--- config.mk ---
export PLATFORM = sky130hd
export DESIGN_NAME = best_stream
export DESIGN_NICKNAME = d
export VERILOG_FILES = /design/src/rtl/best_stream.sv
export SDC_FILE = /design/constraint.sdc
export NUM_CORES = 1
export LEC_CHECK = 0
export BUFFER_PORTS_ARGS = -buffer_cell sky130_fd_sc_hd__buf_4
export CAP_MARGIN = 30
export CORE_UTILIZATION = 45
export CTS_BUF_LIST = sky130_fd_sc_hd__clkbuf_2
export CTS_CLUSTER_SIZE = 20
export DETAILED_ROUTE_END_ITERATION = 10
export GPL_TIMING_DRIVEN = 0
export PLACE_DENSITY = 0.67
export SYNTH_ARGS = -nofsm -noshare
export SYNTH_HDL_FRONTEND = slang
export SYNTH_SLANG_ARGS = --single-unit
--- constraint.sdc ---
create_clock -name clk -period 6.4 [get_ports clk]
set_input_delay 0 -clock clk [delete_from_list [all_inputs] [get_ports clk]]
set_output_delay 0 -clock clk [all_outputs]
set_load 0.01 [all_outputs]
--- src/rtl/best_stream.sv ---
// ---------------------------------------------------------------------------
// best_stream
//   Streaming argmax over one GA generation. Fitness values arrive LANES per
//   beat (lane k of beat b is individual b*LANES+k) over POP/LANES beats. The
//   block reports the index and value of the fittest individual; ties resolve
//   to the lowest index (signed compare, replace only on strictly greater).
//
// Ports
//   clk           rising-edge clock
//   reset         synchronous active-high reset
//   start         begin (or restart) a generation scan
//   in_valid      fitness_in carries a beat
//   in_ready      beat accepted on an edge with in_valid & in_ready
//   fitness_in    LANES packed signed values, lane k = [k*FIT_W +: FIT_W]
//   busy          scan in progress
//   done          one-cycle pulse, index/best_fitness valid
//   index         index of best individual, held until the next result
//   best_fitness  fitness of that individual
//   elite_fitness best fitness across generations   (BEST_STREAM_ELITE_EN)
//   elite_update  pulses with done when elite moved  (BEST_STREAM_ELITE_EN)
//
// Optional feature: define BEST_STREAM_ELITE_EN to add the elite tracker.
// ---------------------------------------------------------------------------
module best_stream #(
    parameter int FIT_W = 27,
    parameter int POP   = 16,
    parameter int LANES = 2,
    parameter int IDX_W = 8
) (
    input  logic                     clk,
    input  logic                     reset,
    input  logic                     start,
    input  logic                     in_valid,
    output logic                     in_ready,
    input  logic [LANES*FIT_W-1:0]   fitness_in,
    output logic                     busy,
    output logic                     done,
    output logic [IDX_W-1:0]         index,
    output logic signed [FIT_W-1:0]  best_fitness
`ifdef BEST_STREAM_ELITE_EN
    ,
    output logic signed [FIT_W-1:0]  elite_fitness,
    output logic                     elite_update
`endif
);

    localparam int BEATS = POP / LANES;
    localparam int CNT_W = (BEATS > 1) ? $clog2(BEATS) : 1;

    typedef enum logic [1:0] {
        ST_IDLE   = 2'd0,
        ST_SCAN   = 2'd1,
        ST_REPORT = 2'd2
    } state_t;

    state_t                   state_q;
    logic [CNT_W-1:0]         cnt_q;
    logic signed [FIT_W-1:0]  run_fit_q;
    logic [IDX_W-1:0]         run_idx_q;
    logic signed [FIT_W-1:0]  best_q;
    logic [IDX_W-1:0]         index_q;
    logic                     done_q;
    logic                     busy_q;
    logic                     in_ready_q;

    // Unpack the lanes of the current beat.
    logic signed [FIT_W-1:0]  lane_fit [LANES];

    for (genvar gi = 0; gi < LANES; gi++) begin : g_lane
        assign lane_fit[gi] = fitness_in[gi*FIT_W +: FIT_W];
    end

    // Beat-local winner: lanes resolved lowest-first, strict greater.
    logic [IDX_W-1:0]         beat_base;
    logic signed [FIT_W-1:0]  beat_fit;
    logic [IDX_W-1:0]         beat_idx;

    assign beat_base = IDX_W'(cnt_q) * IDX_W'(LANES);

    always_comb begin
        beat_fit = lane_fit[0];
        beat_idx = beat_base;
        for (int k = 1; k < LANES; k++) begin
            if (lane_fit[k] > beat_fit) begin
                beat_fit = lane_fit[k];
                beat_idx = beat_base + IDX_W'(k);
            end
        end
    end

    // Running max after merging this beat. Beat 0 loads unconditionally so an
    // all-minimum population still resolves to individual 0.
    logic signed [FIT_W-1:0]  run_fit_d;
    logic [IDX_W-1:0]         run_idx_d;

    always_comb begin
        run_fit_d = run_fit_q;
        run_idx_d = run_idx_q;
        if ((cnt_q == '0) || (beat_fit > run_fit_q)) begin
            run_fit_d = beat_fit;
            run_idx_d = beat_idx;
        end
    end

    // A start seen during SCAN aborts the scan, so it blocks acceptance.
    logic accept;
    logic last_accept;

    assign accept      = (state_q == ST_SCAN) && !start && in_valid;
    assign last_accept = accept && (cnt_q == CNT_W'(BEATS - 1));

    always_ff @(posedge clk) begin
        if (reset) begin
            state_q    <= ST_IDLE;
            cnt_q      <= '0;
            run_fit_q  <= '0;
            run_idx_q  <= '0;
            best_q     <= '0;
            index_q    <= '0;
            done_q     <= 1'b0;
            busy_q     <= 1'b0;
            in_ready_q <= 1'b0;
        end else begin
            done_q <= 1'b0;
            case (state_q)
                ST_IDLE: begin
                    if (start) begin
                        state_q    <= ST_SCAN;
                        cnt_q      <= '0;
                        run_fit_q  <= '0;
                        run_idx_q  <= '0;
                        busy_q     <= 1'b1;
                        in_ready_q <= 1'b1;
                    end
                end
                ST_SCAN: begin
                    if (start) begin
                        cnt_q     <= '0;
                        run_fit_q <= '0;
                        run_idx_q <= '0;
                    end else if (in_valid) begin
                        run_fit_q <= run_fit_d;
                        run_idx_q <= run_idx_d;
                        if (last_accept) begin
                            state_q    <= ST_REPORT;
                            cnt_q      <= '0;
                            busy_q     <= 1'b0;
                            in_ready_q <= 1'b0;
                            done_q     <= 1'b1;
                            index_q    <= run_idx_d;
                            best_q     <= run_fit_d;
                        end else begin
                            cnt_q <= cnt_q + CNT_W'(1);
                        end
                    end
                end
                ST_REPORT: begin
                    if (start) begin
                        state_q    <= ST_SCAN;
                        cnt_q      <= '0;
                        run_fit_q  <= '0;
                        run_idx_q  <= '0;
                        busy_q     <= 1'b1;
                        in_ready_q <= 1'b1;
                    end else begin
                        state_q <= ST_IDLE;
                    end
                end
                default: begin
                    state_q    <= ST_IDLE;
                    busy_q     <= 1'b0;
                    in_ready_q <= 1'b0;
                end
            endcase
        end
    end

    assign in_ready     = in_ready_q;
    assign busy         = busy_q;
    assign done         = done_q;
    assign index        = index_q;
    assign best_fitness = best_q;

`ifdef BEST_STREAM_ELITE_EN
    // Elite survives start; only reset clears it.
    logic signed [FIT_W-1:0]  elite_fit_q;
    logic                     elite_update_q;
    logic                     elite_valid_q;

    always_ff @(posedge clk) begin
        if (reset) begin
            elite_fit_q    <= '0;
            elite_update_q <= 1'b0;
            elite_valid_q  <= 1'b0;
        end else begin
            elite_update_q <= 1'b0;
            if (last_accept && (!elite_valid_q || (run_fit_d > elite_fit_q))) begin
                elite_fit_q    <= run_fit_d;
                elite_update_q <= 1'b1;
                elite_valid_q  <= 1'b1;
            end
        end
    end

    assign elite_fitness = elite_fit_q;
    assign elite_update  = elite_update_q;
`endif

endmodule

* Word level (Yosys, flattened, before mapping)
Cells that the tools add are included.
** Word-level totals
- Input bits :: 58
- Output and inout port bits :: 38
- Logic and storage cells :: 67
- Bits in registers :: 77
** Cells by class
- Equality and inequality tests :: 9
- Reductions and logical operators :: 14
- Multiplexer cells :: 29
- Magnitude comparators :: 2
- Add/subtract/negate cells :: 2
- Bitwise gates (word level) :: 3
** Operators with widths (number)
- 2-to-1 mux 27 bit :: 5
- > comparator 27 bit :: 2
- case mux 27 bit (2 select lines) :: 1
- 2-to-1 mux 8 bit :: 4
- case mux 8 bit (2 select lines) :: 1
- 2-to-1 mux 3 bit :: 4
- AND reduction 4 bit :: 3
- 2-to-1 mux 2 bit :: 4
- != test 2 bit, second input constant :: 4
- 2-to-1 mux 1 bit :: 6
- case mux 2 bit (3 select lines) :: 1
- case mux 3 bit (2 select lines) :: 1
- adder 4 x 1 -> 5 bit, second input constant :: 1
- 2-to-1 mux 5 bit :: 1
- OR reduction 4 bit :: 1
- adder 3 x 1 -> 3 bit, second input constant :: 1
- equality test 3 bit, second input constant :: 1
- logical AND 1 bit :: 3
- logical NOT 3 bit :: 1
- != test 3 bit, second input constant :: 1
- inverter 1 bit :: 3
- AND reduction 3 bit :: 1
- equality test 2 x 1 -> 1 bit, second input constant :: 1
- equality test 2 bit, second input constant :: 1
- other kinds (7) :: 7

* Longest topological paths before layout
- Word-level depth :: 8
- Mapped depth :: 21
- Depth with buffers taken out :: 17

* Worst setup path before layout
OpenSTA, ideal clock, no wires.
- Path type :: input -> register
- Start :: input port fitness_in[6]
- End :: register best_q[2], in the netlist best_fitness[2]
- Buffers on the path :: 3
- Path slack :: 2.150 ns
- Stages on the path :: 20
- Data required time :: 6.327 ns
- Arrival :: 4.177 ns
- Setup time :: 0.073 ns
- Cells stage by stage :: inv_1 ha_1 a21oi_1 o21ai_0 a2111oi_0 o211ai_1 mux2i_1 buf_4 buf_2 mux2i_1 inv_1 ha_1 nand4_1 nor4_4 nand2_1 o32a_1 a22o_4 buf_6 or4_1 o211ai_2
** On the way
- Cells in the longest elaborated chain, start to end :: 5
** Ends and longest elaborated chain
- start, declared :: RTL line 35 : input logic [LANES*FIT_W-1:0] fitness_in,
- > comparator 27 bit :: RTL line 84 : if (lane_fit[k] > beat_fit) begin
- 2-to-1 mux 27 bit (*) :: RTL line 84
- > comparator 27 bit :: RTL line 99 : if ((cnt_q == '0) || (beat_fit > run_fit_q)) begin
- logical OR 1 bit :: RTL line 99
- 2-to-1 mux 27 bit (*) :: RTL line 99
- end signal, assigned :: RTL line 151 : best_q <= run_fit_d;
- end, declared :: RTL line 60 : logic signed [FIT_W-1:0] best_q;
Mark *: on every way between the ends. The rest lies on a longest branch, timed or not.
A chain may end at the register's enable or synchronous reset.

* Worst setup path after layout
- Start :: input port fitness_in[6]
- End :: register run_fit_q[17]
** On the way
- Cells in the longest elaborated chain, start to end :: 8
** Ends and longest elaborated chain
- > comparator 27 bit :: RTL line 84
- 2-to-1 mux 27 bit (*) :: RTL line 84
- > comparator 27 bit :: RTL line 99
- logical OR 1 bit :: RTL line 99
- 2-to-1 mux 27 bit (*) :: RTL line 99
- 2-to-1 mux 27 bit (*) :: RTL line 141 : end else if (in_valid) begin
- 2-to-1 mux 27 bit (*) :: RTL line 137 : if (start) begin
- case mux 27 bit (2 select lines) (*) :: RTL line 125 : case (state_q)
- end signal, assigned :: RTL line 142 : run_fit_q <= run_fit_d;
- end, declared :: RTL line 58 : logic signed [FIT_W-1:0] run_fit_q;
Mark *: on every way between the ends. The rest lies on a longest branch, timed or not. The select of a mux whose other input is x is not followed.

==> flow_summary_export.csv <==
group,metric,value,unit
status,outcome,"complete, no violations",
logic_synthesis,synth_area_leader_cell,"dfxtp_1",
clock_tree,cts_setup_buffers,0,
clock_tree,cts_root_buffer,"clkbuf_2",
global_routing,globalRoute.totalOverflow,0,
global_routing,grt_first_pass_wirelength,22410,um
power,cellLeakagePower,2.836,nW
floorplanning,pin_count,96,
layout,utilization,61.55,%
floorplanning,start_util,46.57,%
sta,finalHoldViolCount,0,
clock_tree,cts_tree,"built",
clock_tree,path_clk_slew,200,ps
worst_setup_path,startpoint_type,"primary input",
route,wire_per_inst,15.83,um
worst_setup_path,required,6820,ps
sta,layout_min_cycle_time,5726,ps
route,viasPerCell,5.411,
layout,seq_area,0.001541,mm^2
global_routing,grt_max_degree,13,
layout,multi_input_area,0.002784,mm^2
worst_setup_path,critPathBufInv,8,
worst_setup_path,path_max_fanout,10,
power,ir_worst_vdd,126.0,uV
route,routed_wl,13380,um
sta,fmax,0.1746,GHz
route,postRouteAntennaNets,0,
sta,setup_ws,673.6,ps
place,placed_cell_area,0.005705,mm^2
clock_tree,htreeDepth,3,
power,cellPowerDensity,164.1,mW/mm^2
sta,setup_viol,0,
worst_setup_path,worstRegToRegCells,11,
floorplanning,rows,37,
clock_tree,clk_path_buf_depth,2,
worst_hold_path,whs_path_depth,4,
place,hpwlAfterDp,9927,um
worst_setup_path,cp_top_family,"compound AO/OA/AOI/OAI gates",
place,gp_congestion,0.8294,
clock_tree,cts_made_buffers,9,
place,port_buffers,94,
flow_run,maxCapViolations,0,
global_routing,grt_pass1_vias,4629,
clock_tree,clk_latency,520,ps
floorplanning,die-height,105.6,um
route,firstDrtPassIters,5,
sta,worstMarginPinSlew,933.8,ps
logic_synthesis,netlist_area,0.004830,mm^2
layout,drive_gt1_share,19.18,%
clock_tree,cts_sinks,77,
sta,clock_skew,32.67,ps
floorplanning,core,0.01037,mm^2
worst_setup_path,slowest_stage,"a2111oi_0",
layout,area_growth,32.15,%
route,vias,4572,
global_routing,antenna_found_initial,0,
sta,whs,294.0,ps
worst_setup_path,path_common_cell,"buf_4",
worst_setup_path,critPathArrivalTime,6150,ps
sta,rsz0062_at_grt,"no",
logic_synthesis,ys.warnings.count,0,
sta,fin_tns_setup,0,ps
layout,fillCellCount,933,
sta,fin_crit_sh,89.47,%
sta,relSlewSlack,36.14,%
logic_synthesis,synth_edf_count,0,
global_routing,grt_usage,25.05,%
logic_synthesis,synth_area_per_cell,8.911,um^2
logic_synthesis,ys_ff_latch,77,
worst_setup_path,critPathMaxStageDelay,860,ps
place,pre_cts_ws,585.0,ps
route,drtIter0Drc,204,
worst_setup_path,cp_cell_sequence,"dlygate4sd3_1 -> buf_4 -> inv_1 -> ha_1 -> a21oi_1 -> o21ai_0 -> a2111oi_0 -> o211ai_1 -> mux2i_1 -> buf_4 -> buf_2 -> mux2i_1 -> inv_1 -> ha_1 -> nand4_1 -> nor4_4 -> nand2_1 -> o32a_1 -> a22oi_1 -> or3_1 -> buf_4 -> buf_4 -> o2bb2ai_1",
layout,antennaDiodeCount,0,
worst_setup_path,crit_type,"in -> reg",
logic_synthesis,netlist_instances,542,
logic_synthesis,synth_ff_type,"dfxtp_1",
logic_synthesis,ys_seq_area_share,31.92,%
worst_setup_path,end_kind,"register",
floorplanning,die_w,105.6,um
layout,final_area,0.006382,mm^2
floorplanning,fp.dieArea,0.01115,mm^2
logic_synthesis,synth_top_area_share,31.92,%
logic_synthesis,synthTopCellsByArea,"dfxtp_1 32%, ha_1 15%, inv_1 6.7%, mux2i_1 6.6%, o2bb2ai_1 4.9%",
sta,drv_slew,0,
worst_setup_path,cp.depth,23,
logic_synthesis,syn_nets,657,
worst_hold_path,hp-class,"in -> reg",
logic_synthesis,synth_async_sr_flop_share,0,%
logic_synthesis,synth.distinct_cells,40,
layout,nNetsFinal,819,
route,drc_errors,0,
-- metal layers --
layer	vias up	part of all wire, %	track usage, %
met5	-	0	0
li1	2285	-	-
met4	0	1.5	6.845
met3	14	3.8	4.267
met1	2165	46	31.67
met2	108	49	43.84
-- metrics by stage --
stage          std cells  power, mW
2_1_floorplan        542     0.6604
3_3_place_gp         772     0.7423
3_5_place_dp         772     0.7482
4_1_cts              845      1.054
5_1_grt              845      1.112
6_report             845      1.047
-- worst reg2reg max path: stages, from the launching register on --
cell       delay [ps]
dfxtp_1           380
inv_1              60
ha_1              310
nand4_2           170
nor4_4            350
nand2_1            80
o32a_1            400
a22oi_1           500
or3_1             200
buf_4             170
buf_4             200
o2bb2ai_1          90
-- layout make-up --
class / instances / share of cell area [%]
inverters: 86 / 5.058
flip-flops and latches: 77 / 24.15
multi-input cells: 349 / 43.62
clock inverters: 5 / 0.8038
plain buffers: 30 / 2.843
well taps: 136 / 2.666
repair buffers: 151 / 20.00
clock buffers: 11 / 0.8626
-- worst paths after layout --
kind	from	endpoint	slack, ps
max	fitness_in[6]	run_fit_q[17]	670
min	start	state_q[0]	290
max reg2reg	run_fit_q[24]	run_fit_q[17]	3390
min reg2reg	index[3]	index[3]	480
-- cell usage in the layout (no fill, tap or decap), types with 7 or more instances in the layout --
cell type      instances
a21oi_1               33
buf_4                 99
clkbuf_1              15
clkbuf_2              11
dfxtp_1               77
dlygate4sd3_1         57
ha_1                  57
inv_1                 86
mux2i_1               32
nand2_1               23
nand3_1                7
nand3b_1              29
nand4_1               10
nor2_1                19
o211ai_1              24
o21ai_0               13
o2bb2ai_1             27
or4_1                 24
-- flip-flops by register name (all words and copies together) (netlist names) --
name,count
run_idx_q,8
in_ready,1
done,1
cnt_q,3
state_q,2
index,8
best_fitness,27
run_fit_q,27
-- Yosys cell counts, types with 5 or more instances --
| cell type | n |
|---|---|
| nor2_1 | 19 |
| nand4_1 | 10 |
| inv_1 | 86 |
| o211ai_2 | 6 |
| mux2i_1 | 32 |
| o21ai_0 | 13 |
| buf_4 | 5 |
| clkbuf_1 | 15 |
| o211ai_1 | 24 |
| a22oi_1 | 5 |
| nand3b_1 | 29 |
| ha_1 | 57 |
| buf_6 | 6 |
| and2_1 | 6 |
| a211oi_1 | 6 |
| a21oi_1 | 33 |
| nand3_1 | 7 |
| o2bb2ai_1 | 27 |
| dfxtp_1 | 77 |
| nor3_1 | 6 |
| nand2_1 | 23 |
| or4_1 | 24 |
-- power breakdown --
part	switching, mW	internal [mW]
clock	0.165	0.0913
sequential	0.00357	0.486
combinational	0.154	0.148
-- cell families after synthesis --
group | synth area share [%]
AOI/OAI and AO/OA | 19.17
adders and majority gates | 14.77
buffers and inverters | 10.44
DFF | 31.92
muxes | 6.632
and+or+nand+nor | 17.07
-- repair_timing --
item	CTS	global route
hold buffers	57	0
gates resized for setup	0	0
hold endpoints to repair	59	0
No activity file was read; power rests on OpenSTA's default activity.
